## src/rtl/vga_stream_out_if.sv

```systemverilog
// Pixel stream bundle feeding the VGA output stage.
// 24-bit RGB beats with valid/ready handshake and start/end-of-frame framing.
interface vga_stream_out_if;
   logic [23:0] in_data;
   logic        in_valid;
   logic        in_sop;
   logic        in_eop;
   logic        in_ready;

   modport master (
      output in_data, in_valid, in_sop, in_eop,
      input  in_ready
   );

   modport slave (
      input  in_data, in_valid, in_sop, in_eop,
      output in_ready
   );
endinterface

```

## src/rtl/vga_stream_out.sv

```systemverilog
// VGA output stage: aligns an RGB pixel stream to a 640x480@60 raster and
// drives an ADV7123-style DAC. The pixel rate is half of clk via the pe strobe.
// On underflow or bad framing the visible area shows ERR_RGB until the next
// start-of-packet is caught at the raster origin.
// Optional: define VGA_STREAM_OUT_ERR_CNT_EN to add a saturating err_count
// output that counts ACTIVE->RESYNC transitions.
//
// state      | meaning
// RESYNC     | discard non-sop beats, hold a sop beat and move on
// WAIT_FRAME | hold sop until the raster origin slot, then consume it there
// ACTIVE     | one beat consumed per visible pixel, framing checked
module vga_stream_out #(
   parameter int          H_ACTIVE = 640,
   parameter int          H_FRONT  = 16,
   parameter int          H_SYNC   = 96,
   parameter int          H_BACK   = 48,
   parameter int          V_ACTIVE = 480,
   parameter int          V_FRONT  = 10,
   parameter int          V_SYNC   = 2,
   parameter int          V_BACK   = 33,
   parameter logic [23:0] ERR_RGB  = 24'h0000FF
) (
   input  logic             clk,
   input  logic             reset_n,
   vga_stream_out_if.slave  st,
   output logic             VGA_CLK,
   output logic             VGA_HS,
   output logic             VGA_VS,
   output logic             VGA_BLANK,
   output logic             VGA_SYNC,
   output logic [7:0]       VGA_R,
   output logic [7:0]       VGA_G,
   output logic [7:0]       VGA_B
`ifdef VGA_STREAM_OUT_ERR_CNT_EN
   ,
   output logic [15:0]      err_count
`endif
);

   localparam logic [9:0] H_ACT    = 10'(H_ACTIVE);
   localparam logic [9:0] H_LAST   = 10'(H_ACTIVE + H_FRONT + H_SYNC + H_BACK - 1);
   localparam logic [9:0] H_PIX_LS = 10'(H_ACTIVE - 1);
   localparam logic [9:0] HS_START = 10'(H_ACTIVE + H_FRONT);
   localparam logic [9:0] HS_END   = 10'(H_ACTIVE + H_FRONT + H_SYNC - 1);
   localparam logic [9:0] V_ACT    = 10'(V_ACTIVE);
   localparam logic [9:0] V_LAST   = 10'(V_ACTIVE + V_FRONT + V_SYNC + V_BACK - 1);
   localparam logic [9:0] V_PIX_LS = 10'(V_ACTIVE - 1);
   localparam logic [9:0] VS_START = 10'(V_ACTIVE + V_FRONT);
   localparam logic [9:0] VS_END   = 10'(V_ACTIVE + V_FRONT + V_SYNC - 1);

   typedef enum logic [1:0] {RESYNC, WAIT_FRAME, ACTIVE} state_t;

   state_t      state;
   state_t      state_nxt;
   logic        pe;
   logic [9:0]  h_cnt;
   logic [9:0]  v_cnt;
   logic        vis;
   logic        origin;
   logic        last_pix;
   logic        slot;
   logic        in_ready_c;
   logic [23:0] rgb_nxt;

   assign vis      = (h_cnt < H_ACT) && (v_cnt < V_ACT);
   assign origin   = (h_cnt == 10'd0) && (v_cnt == 10'd0);
   assign last_pix = (h_cnt == H_PIX_LS) && (v_cnt == V_PIX_LS);

   // Pixel enable and raster counters; they never depend on the stream.
   always_ff @(posedge clk) begin
      if (!reset_n) begin
         pe    <= 1'b0;
         h_cnt <= 10'd0;
         v_cnt <= 10'd0;
      end else begin
         pe <= ~pe;
         if (pe) begin
            if (h_cnt == H_LAST) begin
               h_cnt <= 10'd0;
               v_cnt <= (v_cnt == V_LAST) ? 10'd0 : v_cnt + 10'd1;
            end else begin
               h_cnt <= h_cnt + 10'd1;
            end
         end
      end
   end

   // FSM state register.
   always_ff @(posedge clk) begin
      if (!reset_n) state <= RESYNC;
      else          state <= state_nxt;
   end

   // Next state, ready and pixel colour for the current consume slot.
   always_comb begin
      state_nxt  = state;
      in_ready_c = 1'b0;
      slot       = 1'b0;
      rgb_nxt    = ERR_RGB;
      case (state)
         RESYNC: begin
            in_ready_c = !(st.in_valid && st.in_sop);
            if (st.in_valid && st.in_sop) state_nxt = WAIT_FRAME;
         end
         WAIT_FRAME: begin
            slot       = pe && origin;
            in_ready_c = slot;
         end
         ACTIVE: begin
            slot       = pe && vis;
            in_ready_c = slot;
         end
         default: state_nxt = RESYNC;
      endcase
      // Faulty beats are still displayed; an empty slot shows ERR_RGB.
      if (slot) begin
         if (!st.in_valid) begin
            state_nxt = RESYNC;
         end else begin
            rgb_nxt = st.in_data;
            if ((st.in_sop != origin) || (st.in_eop != last_pix)) state_nxt = RESYNC;
            else                                                  state_nxt = ACTIVE;
         end
      end
   end

   assign st.in_ready = reset_n && in_ready_c;
   assign VGA_SYNC    = 1'b0;

   // Registered DAC outputs, refreshed at the end of each pe cycle.
   always_ff @(posedge clk) begin
      if (!reset_n) begin
         VGA_CLK   <= 1'b1;
         VGA_HS    <= 1'b1;
         VGA_VS    <= 1'b1;
         VGA_BLANK <= 1'b0;
         VGA_R     <= 8'd0;
         VGA_G     <= 8'd0;
         VGA_B     <= 8'd0;
      end else begin
         VGA_CLK <= ~pe;
         if (pe) begin
            VGA_HS    <= !((h_cnt >= HS_START) && (h_cnt <= HS_END));
            VGA_VS    <= !((v_cnt >= VS_START) && (v_cnt <= VS_END));
            VGA_BLANK <= vis;
            {VGA_R, VGA_G, VGA_B} <= vis ? rgb_nxt : 24'd0;
         end
      end
   end

`ifdef VGA_STREAM_OUT_ERR_CNT_EN
   // Saturating count of stream faults seen while locked.
   always_ff @(posedge clk) begin
      if (!reset_n) begin
         err_count <= 16'd0;
      end else if ((state == ACTIVE) && (state_nxt == RESYNC) && (err_count != 16'hFFFF)) begin
         err_count <= err_count + 16'd1;
      end
   end
`endif

endmodule

```

## src/flat_wrapper.sv

```systemverilog
// flat-port wrapper written by rule: the top's interface ports become plain ports
module vga_stream_out_flat 
#(
   parameter int          H_ACTIVE = 640,
   parameter int          H_FRONT  = 16,
   parameter int          H_SYNC   = 96,
   parameter int          H_BACK   = 48,
   parameter int          V_ACTIVE = 480,
   parameter int          V_FRONT  = 10,
   parameter int          V_SYNC   = 2,
   parameter int          V_BACK   = 33,
   parameter logic [23:0] ERR_RGB  = 24'h0000FF
)
  (clk, reset_n, VGA_CLK, VGA_HS, VGA_VS, VGA_BLANK, VGA_SYNC, VGA_R, VGA_G, VGA_B, st_in_data, st_in_valid, st_in_sop, st_in_eop, st_in_ready);
  vga_stream_out_if st_i ();
  input  logic clk;
  input  logic reset_n;
  output logic VGA_CLK;
  output logic VGA_HS;
  output logic VGA_VS;
  output logic VGA_BLANK;
  output logic VGA_SYNC;
  output logic [7:0] VGA_R;
  output logic [7:0] VGA_G;
  output logic [7:0] VGA_B;
  input wire logic [$bits(st_i.in_data)-1:0] st_in_data;
  input wire logic [$bits(st_i.in_valid)-1:0] st_in_valid;
  input wire logic [$bits(st_i.in_sop)-1:0] st_in_sop;
  input wire logic [$bits(st_i.in_eop)-1:0] st_in_eop;
  output wire logic [$bits(st_i.in_ready)-1:0] st_in_ready;
  assign st_i.in_data = st_in_data;
  assign st_i.in_valid = st_in_valid;
  assign st_i.in_sop = st_in_sop;
  assign st_i.in_eop = st_in_eop;
  assign st_in_ready = st_i.in_ready;
  vga_stream_out #(.H_ACTIVE(H_ACTIVE), .H_FRONT(H_FRONT), .H_SYNC(H_SYNC), .H_BACK(H_BACK), .V_ACTIVE(V_ACTIVE), .V_FRONT(V_FRONT), .V_SYNC(V_SYNC), .V_BACK(V_BACK), .ERR_RGB(ERR_RGB)) u_core (.clk(clk), .reset_n(reset_n), .st(st_i), .VGA_CLK(VGA_CLK), .VGA_HS(VGA_HS), .VGA_VS(VGA_VS), .VGA_BLANK(VGA_BLANK), .VGA_SYNC(VGA_SYNC), .VGA_R(VGA_R), .VGA_G(VGA_G), .VGA_B(VGA_B));
endmodule
```

## config.mk

```make
export PLATFORM = sky130hd
export DESIGN_NAME = vga_stream_out_flat
export DESIGN_NICKNAME = d
export VERILOG_FILES = /design/src/rtl/vga_stream_out_if.sv /design/src/rtl/vga_stream_out.sv /design/src/flat_wrapper.sv
export SDC_FILE = /design/constraint.sdc
export NUM_CORES = 1
export LEC_CHECK = 0
export BUFFER_PORTS_ARGS = -buffer_cell sky130_fd_sc_hd__buf_2
export CAP_MARGIN = 20
export CORE_UTILIZATION = 47
export DETAILED_ROUTE_END_ITERATION = 8
export PLACE_DENSITY = 0.75
export SLEW_MARGIN = 20
export SYNTH_ARGS = -nofsm -noshare
export SYNTH_HDL_FRONTEND = slang
export SYNTH_SLANG_ARGS = --single-unit
```

## constraint.sdc

```tcl
create_clock -name clk -period 2.1 [get_ports clk]
set_input_delay 0.315 -clock clk [delete_from_list [all_inputs] [get_ports clk]]
set_output_delay 0.315 -clock clk [all_outputs]
set_load 0.02 [all_outputs]
```

==> flow_summary_export.csv <==
group,metric,value,unit
global_route,first_global_vias,1911,
setup_path,max_stage_delay,0.44,ns
place,gp_congestion,0.8582,
setup_path,r2r_cells,10,
global_route,gr-total-overflow,0,
pwr,p_comb_frac,0.189,
synth,syn_area,0.002227,mm2
layout,drive_gt1_frac,0.3394,
timing,worst_pin_slew,0.5006,ns
drt,via_per_inst,5.375,
pwr,p_leak,1.370,nW
pwr,total_power,2.101,mW
run,maxCapViolCount,0,
timing,skew,0.006507,ns
floorplanning,coreArea,0.004444,mm2
drt,drtPass1Iterations,6,
clock_tree,hold_buffers,0,
synth,ys_ff_latch,51,
clock_tree,numCtsBuffers,5,
layout,diodes,0,
setup_path,crit_type,"reg2out",
synth,yosys_warnings,0,
outcome,violations,"DRC, setup timing",
timing,max_slew_margin,0.6651,
setup_path,arrival,2.07,ns
pwr,pwr_density_cell,694.3,mW/mm2
setup_path,worstReg2RegStart,"u_core.h_cnt[0]$_SDFFE_PN0P_",
min_path,hold_class,"in2reg",
timing,finalMaxSlewViolations,0,
synth,synthArstFlopShare,0,
clock_tree,path_clk_slew,0.10,ns
global_route,grt_pass1_wl,8680,um
global_route,grt_max_degree,30,
drt,drt_iter0_markers,92,
drt,drtAntennaViolNets,0,
min_path,worstHoldEndpoint,"u_core.VGA_G[3]$_SDFFE_PN0P_",
synth,syn_nets,284,
clock_tree,cts_max_level,2,
drt,num_vias,2037,
global_route,grt_util_met2,0.3590,
clock_tree,clockBufferDepth,2,
place,place_ws,-0.06272,ns
setup_path,endpoint_kind,"output pin",
timing,period_needed,2.382,ns
clock_tree,cts-root-buf,"clkbuf_8",
drt,drt-total-wl,5415,um
place,portBuffers,57,
synth,avgSynthCellArea,9.053,um2
synth,ys.flop_type,"dfxtp_1",
timing,hold_violations,0,
floorplanning,initial_core_util,0.5011,
global_route,gr-max-usage-layer,"met2",
global_route,met1_usage,0.2789,
timing,rsz0062_at_grt,"true",
layout,nNetsFinal,364,
floorplanning,ios,59,
synth,synth_cell_types,44,
drt,drc,14,
setup_path,reg2reg_to,"u_core.VGA_R[5]$_SDFFE_PN0P_",
timing,fmax,0.4198,GHz
global_route,grtUsageTotal,0.2184,
place,dp_hpwl,3765,um
pwr,p_clk_frac,0.324,
layout,syn_to_final_growth,35.84,%
floorplanning,rows,24,
outcome,status,"complete, but fails checks",
pwr,intPower,1.519,mW
drt,wl_per_cell,14.29,um
floorplanning,die_h,70.84,um
setup_path,path_cells,"inv_2 > ha_4 > or4b_4 > or3_4 > o21ba_4 > a21oi_4 > buf_6",
pwr,irDropWorstVdd,378.6,uV
setup_path,start_kind,"register",
setup_path,crit_fanout,2,
pwr,power.switching,0.5816,mW
min_path,holdPathStages,2,
clock_tree,clock_sinks,51,
pwr,p_sw_frac,0.2769,
setup_path,timing.critical_path.slowest_stage_cell,"or4b_4",
floorplanning,die-area,0.005018,mm2
synth,seq_area_frac_synth,0.4584,
clock_tree,insertion_delay,0.30,ns
layout,filler_cell_count,349,
timing,post-route-period-util,1.134,
synth,syn_inst,246,
global_route,grtUsageMet3,0.05413,
setup_path,cp.required,1.78,ns
pwr,p_seq_frac,0.488,
min_path,min_from,"st_in_data[11]",
global_route,grt_antenna_before_repair,0,
setup_path,r2r_slack,-0.20,ns
clock_tree,cts_tree,"built",
synth,synth_edf_count,0,
timing,setup_viol,25,
timing,setup_ws,-0.2821,ns
floorplanning,die_width,70.84,um
==> flip-flops by register name, indices dropped and copies added, names as in the netlist, 2 cells and up <==
| register | flops |
|---|---|
| u_core.h_cnt | 10 |
| u_core.state | 2 |
| u_core.VGA_G | 8 |
| u_core.VGA_R | 8 |
| u_core.v_cnt | 10 |
| u_core.VGA_B | 8 |
==> per-layer routing <==
| layer | vias to the layer above | wire length [um] |
|---|---|---|
| li1 | 1023 | - |
| met2 | 52 | 2607 |
| met4 | 0 | 50 |
| met5 | - | 0 |
| met1 | 956 | 2453 |
| met3 | 6 | 303 |
==> power groups by stage <==
stage | logic (mW) | clock network, mW | registers [mW]
2_1_floorplan | 0.166 | 0 | 1.07
3_3_place_gp | 0.285 | 0 | 1.04
3_5_place_dp | 0.292 | 0 | 1.05
4_1_cts | 0.356 | 0.705 | 1.02
5_1_grt | 0.427 | 0.742 | 1.03
6_report | 0.397 | 0.680 | 1.02
==> cells in the final DEF, fill, tap and decap left out, types with 2 or more instances in the layout <==
cell type and instances:
buf_6 5, buf_2 56, o21ai_1 9, nor3_4 8, buf_12 2, nand2b_1 3
nand4_1 8, nor4_1 5, inv_2 2, a21oi_4 2, and3_1 4, a22o_1 15
dfxtp_2 2, and4b_1 2, dfxtp_1 49, buf_4 19, a21oi_1 2, xor2_1 10
nor3_1 2, ha_1 8, nand2_1 30, nor2_1 17, nand3_1 9, or3_1 3
o32ai_1 2, clkbuf_8 5, o21ai_0 4, xnor2_1 6, and2_1 4, inv_1 9
==> worst max-delay path: cells and delay by family (launching register included) <==
| family | cells | cell delay [ns] |
|---|---|---|
| adder cells (fa/ha/maj) | 1 | 0.12 |
| AND/OR/NAND/NOR | 2 | 0.79 |
| buffers and inverters | 2 | 0.19 |
| AO/OA/AOI/OAI | 2 | 0.34 |
| flip-flops | 1 | 0.33 |
==> metrics by stage <==
stage	instance area (um2)	TNS, ns	cells	utilization	hold slack, ns
4_1_cts	2969	-3.466	378	0.6681	0.2043
5_1_grt	3025	-4.663	379	0.6807	0.2066
2_1_floorplan	2256	-0.01454	246	-	0.4203
6_report	3025	-2.876	379	0.6807	0.2126
3_3_place_gp	2711	0	365	0.6101	0.4297
3_5_place_dp	2711	-0.7418	365	0.6101	0.4323
==> cell type report <==
cell class	count	area (um2)	share of cell area
sequential	51	1023	0.3383
clock inverter	3	43.79	0.01447
inverter	11	41.29	0.01365
clock buffer	5	68.82	0.02275
tap	52	65.06	0.02151
timing repair buffer	82	519.2	0.1716
multi-input combinational	175	1264	0.4177
==> what timing repair did <==
action | CTS | global route
buffers inserted | 4 | 3
gates resized for setup | 31 | 14
pin swaps | 8 | 15
setup endpoints to repair | 26 | 27
gates cloned | 1 | 0
==> cell families (layout without fill, tap and decap cells) <==
family,after synthesis,count (layout),share of synthesized area
xor gates and xnor gates,16,16,0.06292
buffers and inverters,20,101,0.03932
DFF,51,51,0.4584
AOI/OAI and AO/OA,42,42,0.1354
adders and majority gates,9,9,0.05056
other,1,1,0.001684
and+or+nand+nor,106,106,0.2472
muxes,1,1,0.004495
==> how the worst max path moves through the flow <==
stage	end	depth (start not counted)	slack (ns)	from
CTS	st_in_ready	7	-0.29	u_core.h_cnt[0]$_SDFFE_PN0P_
global placement	st_in_ready	7	0.02	u_core.h_cnt[0]$_SDFFE_PN0P_
detailed placement	u_core.VGA_R[5]$_SDFFE_PN0P_	8	-0.06	u_core.h_cnt[0]$_SDFFE_PN0P_
floorplan	st_in_ready	7	-0.01	u_core.h_cnt[0]$_SDFFE_PN0P_
global route	st_in_ready	7	-0.33	u_core.h_cnt[0]$_SDFFE_PN0P_
finish	st_in_ready	7	-0.28	u_core.h_cnt[0]$_SDFFE_PN0P_
==> cells in the mapped netlist (6+ instances only) <==
| master | n | area share |
|---|---|---|
| nand2_1 | 31 | 0.052 |
| dfxtp_1 | 51 | 0.46 |
| xnor2_1 | 6 | 0.024 |
| nor2_1 | 17 | 0.029 |
| o21ai_0 | 12 | 0.027 |
| ha_1 | 9 | 0.051 |
| a22o_1 | 15 | 0.059 |
| nand4_1 | 8 | 0.022 |
| xor2_1 | 10 | 0.039 |
| nand3_1 | 9 | 0.020 |
| inv_1 | 11 | 0.019 |
| nor3_1 | 10 | 0.022 |
Power figures use the tool's default switching activity.
